==> src/rtl/fb_scanout.sv <==
// 640x480@60 VGA scanout of a 320x240 12-bit frame buffer, pixel-doubled 2x2.
// Counters -> address register -> sync RAM read -> output register, 3 cycles end to end.
module fb_scanout #(
    parameter int unsigned HActive = 640,
    parameter int unsigned HFp     = 16,
    parameter int unsigned HSync   = 96,
    parameter int unsigned HBp     = 48,
    parameter int unsigned VActive = 480,
    parameter int unsigned VFp     = 10,
    parameter int unsigned VSync   = 2,
    parameter int unsigned VBp     = 33,
    parameter int unsigned FbW     = 320,
    parameter bit          SyncPol = 1'b0
) (
    input  logic        i_clk,
    input  logic        i_rst,
    output logic [16:0] o_fb_r_addr,
    output logic        o_fb_r_en,
    input  logic [11:0] i_fb_r_data,
    output logic [3:0]  o_vga_r,
    output logic [3:0]  o_vga_g,
    output logic [3:0]  o_vga_b,
    output logic        o_hsync,
    output logic        o_vsync,
    output logic        o_de,
    output logic        o_vblank,
    output logic        o_frame_done
);

    localparam logic [9:0]  HLast   = 10'(HActive + HFp + HSync + HBp - 1);
    localparam logic [9:0]  VLast   = 10'(VActive + VFp + VSync + VBp - 1);
    localparam logic [9:0]  HAct    = 10'(HActive);
    localparam logic [9:0]  VAct    = 10'(VActive);
    localparam logic [9:0]  HsStart = 10'(HActive + HFp);
    localparam logic [9:0]  HsEnd   = 10'(HActive + HFp + HSync - 1);
    localparam logic [9:0]  VsStart = 10'(VActive + VFp);
    localparam logic [9:0]  VsEnd   = 10'(VActive + VFp + VSync - 1);
    localparam logic [16:0] RowStep = 17'(FbW);

    // Flag bundle carried down the pipeline: {active, hsync, vsync, vblank, frame_done}.
    localparam logic [4:0]  FlagsRst = {1'b0, ~SyncPol, ~SyncPol, 2'b00};

    logic [9:0]  h_q, h_d;
    logic [9:0]  v_q, v_d;
    logic [16:0] row_base_q, row_base_d;
    logic [16:0] addr_q, addr_d;
    logic        en_q;
    logic [4:0]  flags_s0, flags_s1_q, flags_s2_q;
    logic        active_s0;
    logic        de_q;
    logic [11:0] rgb_q, rgb_d;
    logic        hsync_q, vsync_q, vblank_q, frame_done_q;

    // Raster counters; row_base steps once per pair of visible lines.
    always_comb begin
        h_d        = h_q + 10'd1;
        v_d        = v_q;
        row_base_d = row_base_q;
        if (h_q == HLast) begin
            h_d = '0;
            if (v_q == VLast) begin
                v_d        = '0;
                row_base_d = '0;
            end else begin
                v_d = v_q + 10'd1;
                if (v_q[0] && (v_q < VAct)) begin
                    row_base_d = row_base_q + RowStep;
                end
            end
        end
    end

    always_comb begin
        active_s0 = (h_q < HAct) && (v_q < VAct);
        flags_s0  = {
            active_s0,
            ((h_q >= HsStart) && (h_q <= HsEnd)) ? SyncPol : ~SyncPol,
            ((v_q >= VsStart) && (v_q <= VsEnd)) ? SyncPol : ~SyncPol,
            (v_q >= VAct),
            (h_q == 10'd0) && (v_q == VAct)
        };
        addr_d = active_s0 ? (row_base_q + {8'd0, h_q[9:1]}) : addr_q;
        rgb_d  = flags_s2_q[4] ? i_fb_r_data : 12'd0;
    end

    always_ff @(posedge i_clk) begin
        if (i_rst) begin
            h_q          <= '0;
            v_q          <= '0;
            row_base_q   <= '0;
            addr_q       <= '0;
            en_q         <= 1'b0;
            flags_s1_q   <= FlagsRst;
            flags_s2_q   <= FlagsRst;
            de_q         <= 1'b0;
            rgb_q        <= '0;
            hsync_q      <= ~SyncPol;
            vsync_q      <= ~SyncPol;
            vblank_q     <= 1'b0;
            frame_done_q <= 1'b0;
        end else begin
            h_q          <= h_d;
            v_q          <= v_d;
            row_base_q   <= row_base_d;
            addr_q       <= addr_d;
            en_q         <= active_s0;
            flags_s1_q   <= flags_s0;
            flags_s2_q   <= flags_s1_q;
            de_q         <= flags_s2_q[4];
            rgb_q        <= rgb_d;
            hsync_q      <= flags_s2_q[3];
            vsync_q      <= flags_s2_q[2];
            vblank_q     <= flags_s2_q[1];
            frame_done_q <= flags_s2_q[0];
        end
    end

    assign o_fb_r_addr  = addr_q;
    assign o_fb_r_en    = en_q;
    assign o_vga_r      = rgb_q[11:8];
    assign o_vga_g      = rgb_q[7:4];
    assign o_vga_b      = rgb_q[3:0];
    assign o_de         = de_q;
    assign o_hsync      = hsync_q;
    assign o_vsync      = vsync_q;
    assign o_vblank     = vblank_q;
    assign o_frame_done = frame_done_q;

endmodule
==> config.mk <==
export PLATFORM = sky130hd
export DESIGN_NAME = fb_scanout
export DESIGN_NICKNAME = d
export VERILOG_FILES = /design/src/rtl/fb_scanout.sv
export SDC_FILE = /design/constraint.sdc
export NUM_CORES = 1
export LEC_CHECK = 0
export ABC_AREA = 1
export CAP_MARGIN = 40
export CORE_ASPECT_RATIO = 1.1
export CORE_MARGIN = 1
export CORE_UTILIZATION = 65
export CTS_CLUSTER_DIAMETER = 200
export DETAILED_ROUTE_END_ITERATION = 10
export DONT_BUFFER_PORTS = 1
export HOLD_SLACK_MARGIN = 0.03
export MAX_ROUTING_LAYER = met4
export PLACE_DENSITY_LB_ADDON = 0.05
export REMOVE_ABC_BUFFERS = 1
export SLEW_MARGIN = 20
export SYNTH_ARGS = -nofsm -noshare
export SYNTH_HDL_FRONTEND = slang
export SYNTH_SLANG_ARGS = --single-unit
==> constraint.sdc <==
create_clock -name i_clk -period 2.7 [get_ports i_clk]
set_input_delay 0.27 -clock i_clk [delete_from_list [all_inputs] [get_ports i_clk]]
set_output_delay 0.27 -clock i_clk [all_outputs]
set_load 0.02 [all_outputs]
Word-level counts from Yosys, hierarchy flattened
Index checks and enable logic that the tools add are counted.
- add/subtract/negate cells: 4
- order comparisons: 7
- eq/ne operators: 3
- mux-type cells: 5
- bitwise logic cells: 1
- reductions and logical operators: 10
- operator list (kind ; count):
    $mux W17 ; 2
    $add A10 B1 Y10 const B ; 2
    $eq A10 B10 Y1 const B ; 2
    $ge A10 B9 Y1 const B ; 2
    $add A17 B9 Y17 ; 1
    $add A17 B9 Y17 const B ; 1
    $eq A10 B9 Y1 const B ; 1
    $ge A10 B10 Y1 const B ; 1
    $le A10 B10 Y1 const B ; 1
    $le A10 B9 Y1 const B ; 1
    $logic_not A10 Y1 ; 1
    $lt A10 B10 Y1 const B ; 1
    $lt A10 B9 Y1 const B ; 1
    $mux W10 ; 1
    $logic_and A1 B1 Y1 ; 5
    $reduce_or A2 Y1 ; 2
    $mux W1 ; 2
    $reduce_and A2 Y1 ; 1
    $reduce_bool A2 Y1 ; 1
    $not A1 Y1 ; 1
- flip-flop bits (word level): 82
- bits of input ports: 14
- output and inout port bits: 35
- logic and storage cells: 43

Depth between registers and ports, before layout
Gate-level depths: netlist (run 1).
- depth in word-level cells: 4
- gate-level depth with buffers: 11
- mapped depth without buffers: 11

Worst setup path before layout (run 1)
Ideal clock, no wire load.
- path kind: flip-flop to flip-flop
- from: reg h_q[8]
- to: reg addr_q[15] (netlist: o_fb_r_addr[15])
- library setup time: 109 ps
- arrival: 1403 ps
- data required time: 2591 ps
- setup slack: 1188 ps
- stages on the path, launching flop included: 11
- buffers on the path: 0
- period minus slack after synthesis: 1512 ps
- cells stage by stage: dfxtp_1 ha_1 nand2_1 nand2_1 nand2_1 a21oi_2 nand2_1 nand2_1 nand3_1 nand2_1 inv_1
- word-level cells in the longest chain between the ends: 2
- ends and longest elaborated chain (what ; RTL line ; RTL):
    start: declaration ; 43 ; logic [9:0] h_q, h_d;
    start signal: assignment ; 88 ; h_q <= '0;
    start signal: assignment ; 102 ; h_q <= h_d;
    branches (longest 2 deep; another with $add A17 B9 Y17) ; n/a ;
    end signal: assignment ; 105 ; addr_q <= addr_d;
    end: declaration ; 46 ; logic [16:0] addr_q, addr_d;
Several ways; the timed one is not identified.
A chain may end at the register's enable or synchronous reset.

Worst setup path in the final report (run 1)
Same ends and word-level chain as after synthesis.

==> impl_metrics.ini, run 1 <==
[timing]
slew_violations = 0
slew_headroom = 0.567
hold_viol_final = 0
fin_crit_ps = 1690
fin_skew_ps = 7.40
fin_crit_sh = 0.628
rsz0062_at_grt = no
fmax_ghz = 0.590
tightestPinTransition_ps = 648
holdWs_ps = 72.4
tns_ps = 0
setup_viol = 0
timing.final.ws_setup_ps = 1010

[power_and_ir_drop]
p_sw_frac = 0.260
combPwrFrac = 0.031
p_switching_w = 0.000528
ir_drop_v = 0.000364
power_w = 0.00203
power_frac_clock = 0.410
power.density_nw_per_um2 = 542
seq_power_share = 0.558
p_int_w = 0.00150
p_leak_nw = 1.66

[floorplan]
die_y_um = 77.7
rows = 27
initial_core_util = 0.677
core-area_um2 = 5000
die_w_um = 70.8
die-area_um2 = 5500
num_io_pins = 49

[clocking]
clk_path_buf_depth = 2
clkTransAtPathRegs_ps = 90
cts_buffers = 9
clock_sinks = 75
cts_tree = built
cts-root-buf = clkbuf_8
clk_latency_ps = 360
cts_setup_buffers = 0
h-tree-depth = 3

[critical_path]
r2r_start = h_q[8]
cp_data_arrival_time_ps = 1960
cp.required_ps = 2960
path_cells = ha_1 > nand2_1 > nand2_1 > nand2_1 > a21oi_2 > nand2_1 > nand2_1 > nand3_1 > nand2_1 > inv_1
reg2reg_to = o_fb_r_addr[15]
cp_common_cell = nand2_1
slowest_stage = dfxtp_1
cpPeakStageDelay_ps = 380
crit_path_max_fanout = 7
critPathLaunchType = register
cp_num_buf_inv = 1
criticalPathCategory = register to register
crit_family = simple AND/OR/NAND/NOR gates
crit_cells = 10
r2r_slack_ps = 1010
end_kind = register
reg2reg_depth = 10

[yosys]
ys_ff_latch = 75
postSynthCellCount = 453
synth_area_leaders = dfxtp_1, nand2_1, inv_1
synth_seq_area_share = 0.444
syn_area_per_cell_um2 = 7.47
async_flop_share = 0
synth.top_cell.area_share = 0.444
yosysMostFrequentCell = nand2_1
yosysWarnings = 0
syn_area_um2 = 3380
synth_commonest_cells = nand2_1, dfxtp_1, inv_1
synth-main-ff-cell = dfxtp_1
synth_top_area_cell = dfxtp_1
synth.distinct_cells = 37
synth_edf_count = 0

[global_route]
antenna_found_initial = 0
grt_usage = 0.297
grt_pass1_wl_mm = 12.4
grt_pass1_vias = 2760
gr-total-overflow = 0
grt_start_max_net_pins = 31

[routing]
antenna_left = 0
num_vias = 2901
drc = 3
initialDrtViolationCount = 194
firstDrtPassIters = 10
routedWlPerCell_um = 13.5
routed_wl_mm = 7.19
viasPerCell = 5.45

[place]
pre_cts_ws_ps = 1020
dp_cells = 501
place_hpwl_mm = 4.83
portBuffers = 0
finalWeightedCongestion = 0.899

[run_status]
violations = design-rule violations
status = finished, violations left

[run]
drv_cap = 0

[finish]
drive_above_1_share = 0.110
nNetsFinal = 492
final_cells = 532
area_growth_pct = 10.8
antenna_cells = 0

[min_path]
hold_start = i_rst
hold_depth = 2
hp-class = input pin to register
min_to = flags_s1_q[3]
[kinds of logic (layout without fill, tap and decap cells)]
| family | count (synthesis) | count (layout) | share of synthesized area |
|---|---|---|---|
| and+or+nand+nor | 219 | 219 | 0.310 |
| buffers and inverters | 81 | 102 | 0.0946 |
| DFF | 75 | 75 | 0.444 |
| AOI/OAI and AO/OA | 60 | 60 | 0.0954 |
| adders and majority gates | 9 | 9 | 0.0333 |
| xor gates and xnor gates | 9 | 9 | 0.0233 |
[sequential cells by signal, indices dropped and copies added, names as in the netlist, 4 cells and up]
register,cells
flags_s1_q,4
v_q,10
o_fb_r_addr,17
h_q,10
rgb_q,12
flags_s2_q,5
row_base_q,11
[worst max path at each step]
stage,from,to
6_report,h_q[8],o_fb_r_addr[15]
2_1_floorplan,h_q[8],o_fb_r_addr[15]
5_1_grt,h_q[8],o_fb_r_addr[12]
4_1_cts,h_q[8],o_fb_r_addr[15]
3_5_place_dp,h_q[8],o_fb_r_addr[15]
3_3_place_gp,h_q[8],o_fb_r_addr[15]
[power groups by stage]
stage | clock network, W | registers (W) | logic, W
6_report | 0.000834 | 0.00113 | 0.0000635
5_1_grt | 0.000907 | 0.00114 | 0.0000738
4_1_cts | 0.000840 | 0.00114 | 0.0000612
3_5_place_dp | 0 | 0.00116 | 0.0000396
3_3_place_gp | 0 | 0.00116 | 0.0000381
2_1_floorplan | 0 | 0.00116 | 0.0000314
[placed cells by master (no fill, tap or decap), drive strengths merged]
master       synthesis  layout
dfxtp               75      75
nand3               21      21
nor3                11      11
ha                   9       9
nand2               94      94
xnor2                3       3
nor4                 4       4
clkbuf               5       9
a211oi               1       1
nor2                69      69
o21a                 4       4
dlygate4sd3          0      14
or2                  5       5
clkinv               2       3
a31oi                2       2
inv                 69      74
nand4               10      10
xor2                 6       6
o21ai               22      22
a21oi               30      30
buf                  5       1
o2111ai              1       1
clkinvlp             0       1
nor3b                5       5
[layer usage]
metal	up-vias	wire, um	share of wire	GRT usage
met2	88	3670	0.51	0.519
li1	1468	-	-	-
met4	0	299	0.042	0.162
met3	26	313	0.044	0.0468
met1	1319	2910	0.40	0.319
met5	-	0	0	-
[final cells by class]
| cell class | count | area (um2) |
|---|---|---|
| sequential | 75 | 1500 |
| inverter | 71 | 269 |
| clock buffer | 9 | 124 |
| clock inverter | 7 | 65.1 |
| fill | 407 | 1250 |
| multi-input combinational | 297 | 1560 |
| timing repair buffer | 15 | 155 |
| tap | 58 | 72.6 |
[worst reg2reg max path, delay by kind of cell, from the launching register on]
kind,cells,cell delay (ps)
AND/OR/NAND/NOR,7,580
AO/OA/AOI/OAI,1,290
buffers and inverters,1,30
flip-flops,1,380
adder cells (fa/ha/maj),1,320
[repair_timing]
action | in CTS | in global routing
hold buffers | 14 | 0
gates resized for setup | 0 | 0
hold endpoints to repair | 35 | 0
[metrics by stage]
| stage | utilization | cell area (um2) |
|---|---|---|
| after floorplan | - | 3330 |
| after global placement | 0.681 | 3410 |
| after detailed placement | 0.681 | 3410 |
| after CTS | 0.747 | 3730 |
| after global routing | 0.750 | 3750 |
| final | 0.750 | 3750 |
Power figures use the tool's default switching activity.
==> run 2, diff against run 1 <==
--- a/config.mk
+++ b/config.mk
@@ -9,7 +9,7 @@
 export CAP_MARGIN = 40
 export CORE_ASPECT_RATIO = 1.1
 export CORE_MARGIN = 1
-export CORE_UTILIZATION = 65
+export CORE_UTILIZATION = 63
 export CTS_CLUSTER_DIAMETER = 200
 export DETAILED_ROUTE_END_ITERATION = 10
 export DONT_BUFFER_PORTS = 1
==> constraint.sdc (replaced) <==
create_clock -name i_clk -period 1.7 [get_ports i_clk]
set_input_delay 0.17 -clock i_clk [delete_from_list [all_inputs] [get_ports i_clk]]
set_output_delay 0.17 -clock i_clk [all_outputs]
set_load 0.02 [all_outputs]
==> impl_metrics.ini, run 2 (synthesis results as in run 1) <==
[clocking]
h-tree-depth = 3
cts_tree = built
cts_buffers = 9
cts-root-buf = clkbuf_8
clkTransAtPathRegs_ps = 70
clock_sinks = 75
clk_path_buf_depth = 2
clk_latency_ps = 350

[floorplan]
initial_core_util = 0.663
die_w_um = 71.9
die-area_um2 = 5670
core-area_um2 = 5100
rows = 27
die_y_um = 78.9
num_io_pins = 49

[finish]
final.fill_count = 403
final_common_cell = nand2_1
area_growth_pct = 14.9
drive_above_1_share = 0.146
final_area_um2 = 3890
nNetsFinal = 504
final_cell_mix = nand2_1, dfxtp_1, inv_1
largest_reg_flops = 17
antenna_cells = 0

[critical_path]
r2r_slack_ps = 120
reg2reg_depth = 10
cp_data_arrival_time_ps = 1830
cp.required_ps = 1950
criticalPathCategory = register to register
r2r_start = row_base_q[7]
critPathLaunchType = register
crit_path_max_fanout = 7
reg2reg_to = o_fb_r_addr[15]
end_kind = register

[timing]
setup_viol = 0
fmax_ghz = 0.632
fin_crit_ps = 1580
holdWs_ps = 207
slew_violations = 0
timing.final.ws_setup_ps = 119
hold_viol_final = 0
slew_headroom = 0.677
fin_crit_sh = 0.930
fin_skew_ps = 8.75
rsz0062_at_grt = yes
tightestPinTransition_ps = 481

[min_path]
min_to = h_q[1]
hp-class = input pin to register
hold_depth = 4
hold_start = i_rst

[global_route]
antenna_found_initial = 0
grt_pass1_wl_mm = 11.8
grt_pass1_vias = 2663
gr-total-overflow = 0
grt_usage = 0.277
grt_start_max_net_pins = 31

[power_and_ir_drop]
p_leak_nw = 1.73
combPwrFrac = 0.033
power_frac_clock = 0.423
power_w = 0.00331
p_int_w = 0.00255
seq_power_share = 0.544
p_sw_frac = 0.230
ir_drop_v = 0.000721
power.density_nw_per_um2 = 852
p_switching_w = 0.000763

[routing]
drc = 0
antenna_left = 0
viasPerCell = 5.19
initialDrtViolationCount = 133
routedWlPerCell_um = 13.1
num_vias = 2894
routed_wl_mm = 7.32
firstDrtPassIters = 4

[run]
drv_cap = 0

[place]
pre_cts_ws_ps = 69.5
finalWeightedCongestion = 0.886
place_area_um2 = 3510
portBuffers = 0
place_hpwl_mm = 4.89

[run_status]
status = completed
## run 2: changes by cell type in the layout (fill, tap and decap cells not counted), sizes merged
cell / previous run / this run
dlygate4sd3: 14 / 13
buf: 1 / 14
clkbuf: 9 / 11
clkinvlp: 1 / 0
bufinv: 0 / 1
inv: 74 / 72
## run 2: worst max-delay path: stages, from the launching register on
cell and delay, ps:
dfxtp_1 340, ha_1 290, nand2_1 80, nand2_1 100, nand2_2 90, a21oi_4 260
nand2_2 80, nand2_1 70, nand3_1 70, nand2_1 80, inv_1 40
## run 2: per-stage QoR
stage                     utilization  TNS (ps)  cells
after floorplan                     -         0    443
after global placement          0.687         0    526
after detailed placement        0.687         0    526
after CTS                       0.753         0    555
after global routing            0.763     -71.7    558
final                           0.763         0    558
## run 2: final cells by class
class	instances	area [um2]	area share
clock inverter	5	61.3	0.0158
sequential	75	1510	0.387
multi-input combinational	297	1580	0.406
timing repair buffer	27	239	0.0614
clock buffer	11	141	0.0363
inverter	71	274	0.0704
tap	72	90.1	0.0232
## run 2: routing by layer
layer / wire length, um / part of all wire / vias to the layer above / GRT usage
li1: - / - / 1492 / -
met1: 3130 / 0.43 / 1322 / 0.308
met3: 248 / 0.034 / 15 / 0.0508
met5: 0 / 0 / - / -
met2: 3800 / 0.52 / 65 / 0.483
met4: 150 / 0.020 / 0 / 0.122
## run 2: power by group through the flow
| stage | Combinational [W] | Clock [W] | Sequential, W |
|---|---|---|---|
| after floorplan | 0.0000498 | 0 | 0.00184 |
| after global placement | 0.0000666 | 0 | 0.00184 |
| after detailed placement | 0.0000697 | 0 | 0.00184 |
| after CTS | 0.000104 | 0.00141 | 0.00180 |
| after global routing | 0.000121 | 0.00150 | 0.00181 |
| final | 0.000109 | 0.00140 | 0.00180 |
## run 2: how the worst max path moves through the flow
stage	start	endpoint	cells past startpoint
finish	row_base_q[7]	o_fb_r_addr[15]	10
detailed placement	h_q[7]	o_fb_r_addr[15]	10
floorplan	h_q[8]	o_fb_r_addr[15]	10
global placement	row_base_q[7]	o_fb_r_addr[15]	10
CTS	h_q[7]	o_fb_r_addr[15]	10
global route	row_base_q[7]	o_fb_r_addr[13]	11
## run 2: repair_timing
action,in CTS,in global routing
buffers inserted,0,2
resized for setup,0,12
hold buffers,13,0
setup endpoints to repair,0,13
endpoints found under the hold margin,40,0
==> run 3, diff against run 2 <==
--- a/config.mk
+++ b/config.mk
@@ -9,7 +9,7 @@
 export CAP_MARGIN = 40
 export CORE_ASPECT_RATIO = 1.1
 export CORE_MARGIN = 1
-export CORE_UTILIZATION = 63
+export CORE_UTILIZATION = 65
 export CTS_CLUSTER_DIAMETER = 200
 export DETAILED_ROUTE_END_ITERATION = 10
 export DONT_BUFFER_PORTS = 1
==> constraint.sdc (replaced) <==
create_clock -name i_clk -period 1.85 [get_ports i_clk]
set_input_delay 0.185 -clock i_clk [delete_from_list [all_inputs] [get_ports i_clk]]
set_output_delay 0.185 -clock i_clk [all_outputs]
set_load 0.02 [all_outputs]
==> impl_metrics.ini, run 3 (synthesis results as in run 1) <==
[global_route]
grt_usage = 0.284
antenna_found_initial = 0
gr-total-overflow = 0
grt_pass1_vias = 2735
grt_pass1_wl_mm = 11.9
grt_start_max_net_pins = 31

[floorplan]
rows = 27
num_io_pins = 49
core-area_um2 = 5000
die_y_um = 77.7
initial_core_util = 0.677
die_w_um = 70.8
die-area_um2 = 5500

[timing]
tightestPinTransition_ps = 420
fin_skew_ps = 9.93
fin_crit_sh = 0.901
fin_crit_ps = 1670
fmax_ghz = 0.600
tns_ps = 0
slew_headroom = 0.719
slew_violations = 0
setup_viol = 0
hold_viol_final = 0

[place]
portBuffers = 0
place_hpwl_mm = 4.66
finalWeightedCongestion = 0.899
place_area_um2 = 3430

[critical_path]
crit_path_max_fanout = 6
critPathLaunchType = register
crit_family = simple AND/OR/NAND/NOR gates
cp_common_cell = nor2_1
slowest_stage = dfxtp_1
end_kind = register
path_cells = ha_1 > nand3_2 > clkinv_2 > nand4_1 > inv_4 > buf_4 > a21oi_1 > nor2_1 > nor2_1
cp_data_arrival_time_ps = 1920
cp.required_ps = 2100
cp_num_buf_inv = 3
cpPeakStageDelay_ps = 380
criticalPathCategory = register to register

[clocking]
clock_sinks = 75
clk_latency_ps = 360
cts_tree = built
clk_path_buf_depth = 2
h-tree-depth = 3
clkTransAtPathRegs_ps = 80
cts_buffers = 9
cts-root-buf = clkbuf_8

[routing]
antenna_left = 0
drc = 14
num_vias = 2888
firstDrtPassIters = 8
viasPerCell = 5.38
routed_wl_mm = 6.94
initialDrtViolationCount = 204
routedWlPerCell_um = 12.9

[finish]
final_cell_mix = nand2_1, dfxtp_1, inv_1
antenna_cells = 0
final_area_um2 = 3840
nNetsFinal = 497
fin_util = 0.768
final_common_cell = nand2_1
multi_input_comb_area_um2 = 1570
final.fill_count = 374
drive_above_1_share = 0.121
regArea_um2 = 1500
area_growth_pct = 13.4
largest_reg_flops = 17

[min_path]
hp-class = input pin to register

[power_and_ir_drop]
power_w = 0.00322
power.density_nw_per_um2 = 839
p_leak_nw = 1.71
ir_drop_v = 0.000483

[run_status]
violations = design-rule violations
status = finished, violations left

[run]
drv_cap = 0
run 3: area by class of cell:
cell class                      count  share of cell area
Multi-Input combinational cell    297               0.409
Sequential cell                    75               0.391
Inverter                           71              0.0704
Timing Repair Buffer               20              0.0496
Clock buffer                       10              0.0359
Clock inverter                      6              0.0248
Tap cell                           58              0.0189
run 3: path summary, 6_finish.rpt:
path	from	end	slack [ps]	depth (start not counted)
max	h_q[0]	row_base_q[15]	180	9
min	i_rst	row_base_q[14]	250	4
max reg2reg	h_q[0]	row_base_q[15]	180	9
min reg2reg	flags_s1_q[0]	flags_s2_q[0]	400	2
run 3: repair_timing:
item | CTS | global route
resized for setup | 0 | 3
setup endpoints to repair | 0 | 6
endpoints found under the hold margin | 46 | 0
setup buffers | 0 | 3
hold buffers | 13 | 0
run 3: worst min-delay path, delay by kind of cell:
family / cells / cell delay, ps
buffers and inverters: 2 / 270
and+or+nand+nor: 2 / 110
run 3: stage by stage:
step | setup slack, ps | hold WS, ps | std cells
2_1_floorplan | 325 | 254 | 443
3_3_place_gp | 229 | 258 | 504
3_5_place_dp | 165 | 262 | 504
4_1_cts | 150 | 228 | 533
5_1_grt | -8.38 | 240 | 537
6_report | 184 | 247 | 537
run 3: report_power, final:
group	total (W)	switching, W	internal (W)
clock	0.00147	0.000658	0.000810
combinational	0.0000957	0.0000528	0.0000429
sequential	0.00166	0.0000255	0.00163
run 3: per-layer routing:
| metal | vias up | global-route usage | routed length (um) |
|---|---|---|---|
| li1 | 1485 | - | - |
| met1 | 1300 | 0.315 | 3010 |
| met2 | 82 | 0.484 | 3410 |
| met3 | 21 | 0.0571 | 302 |
| met4 | 0 | 0.142 | 217 |
| met5 | - | - | 0 |
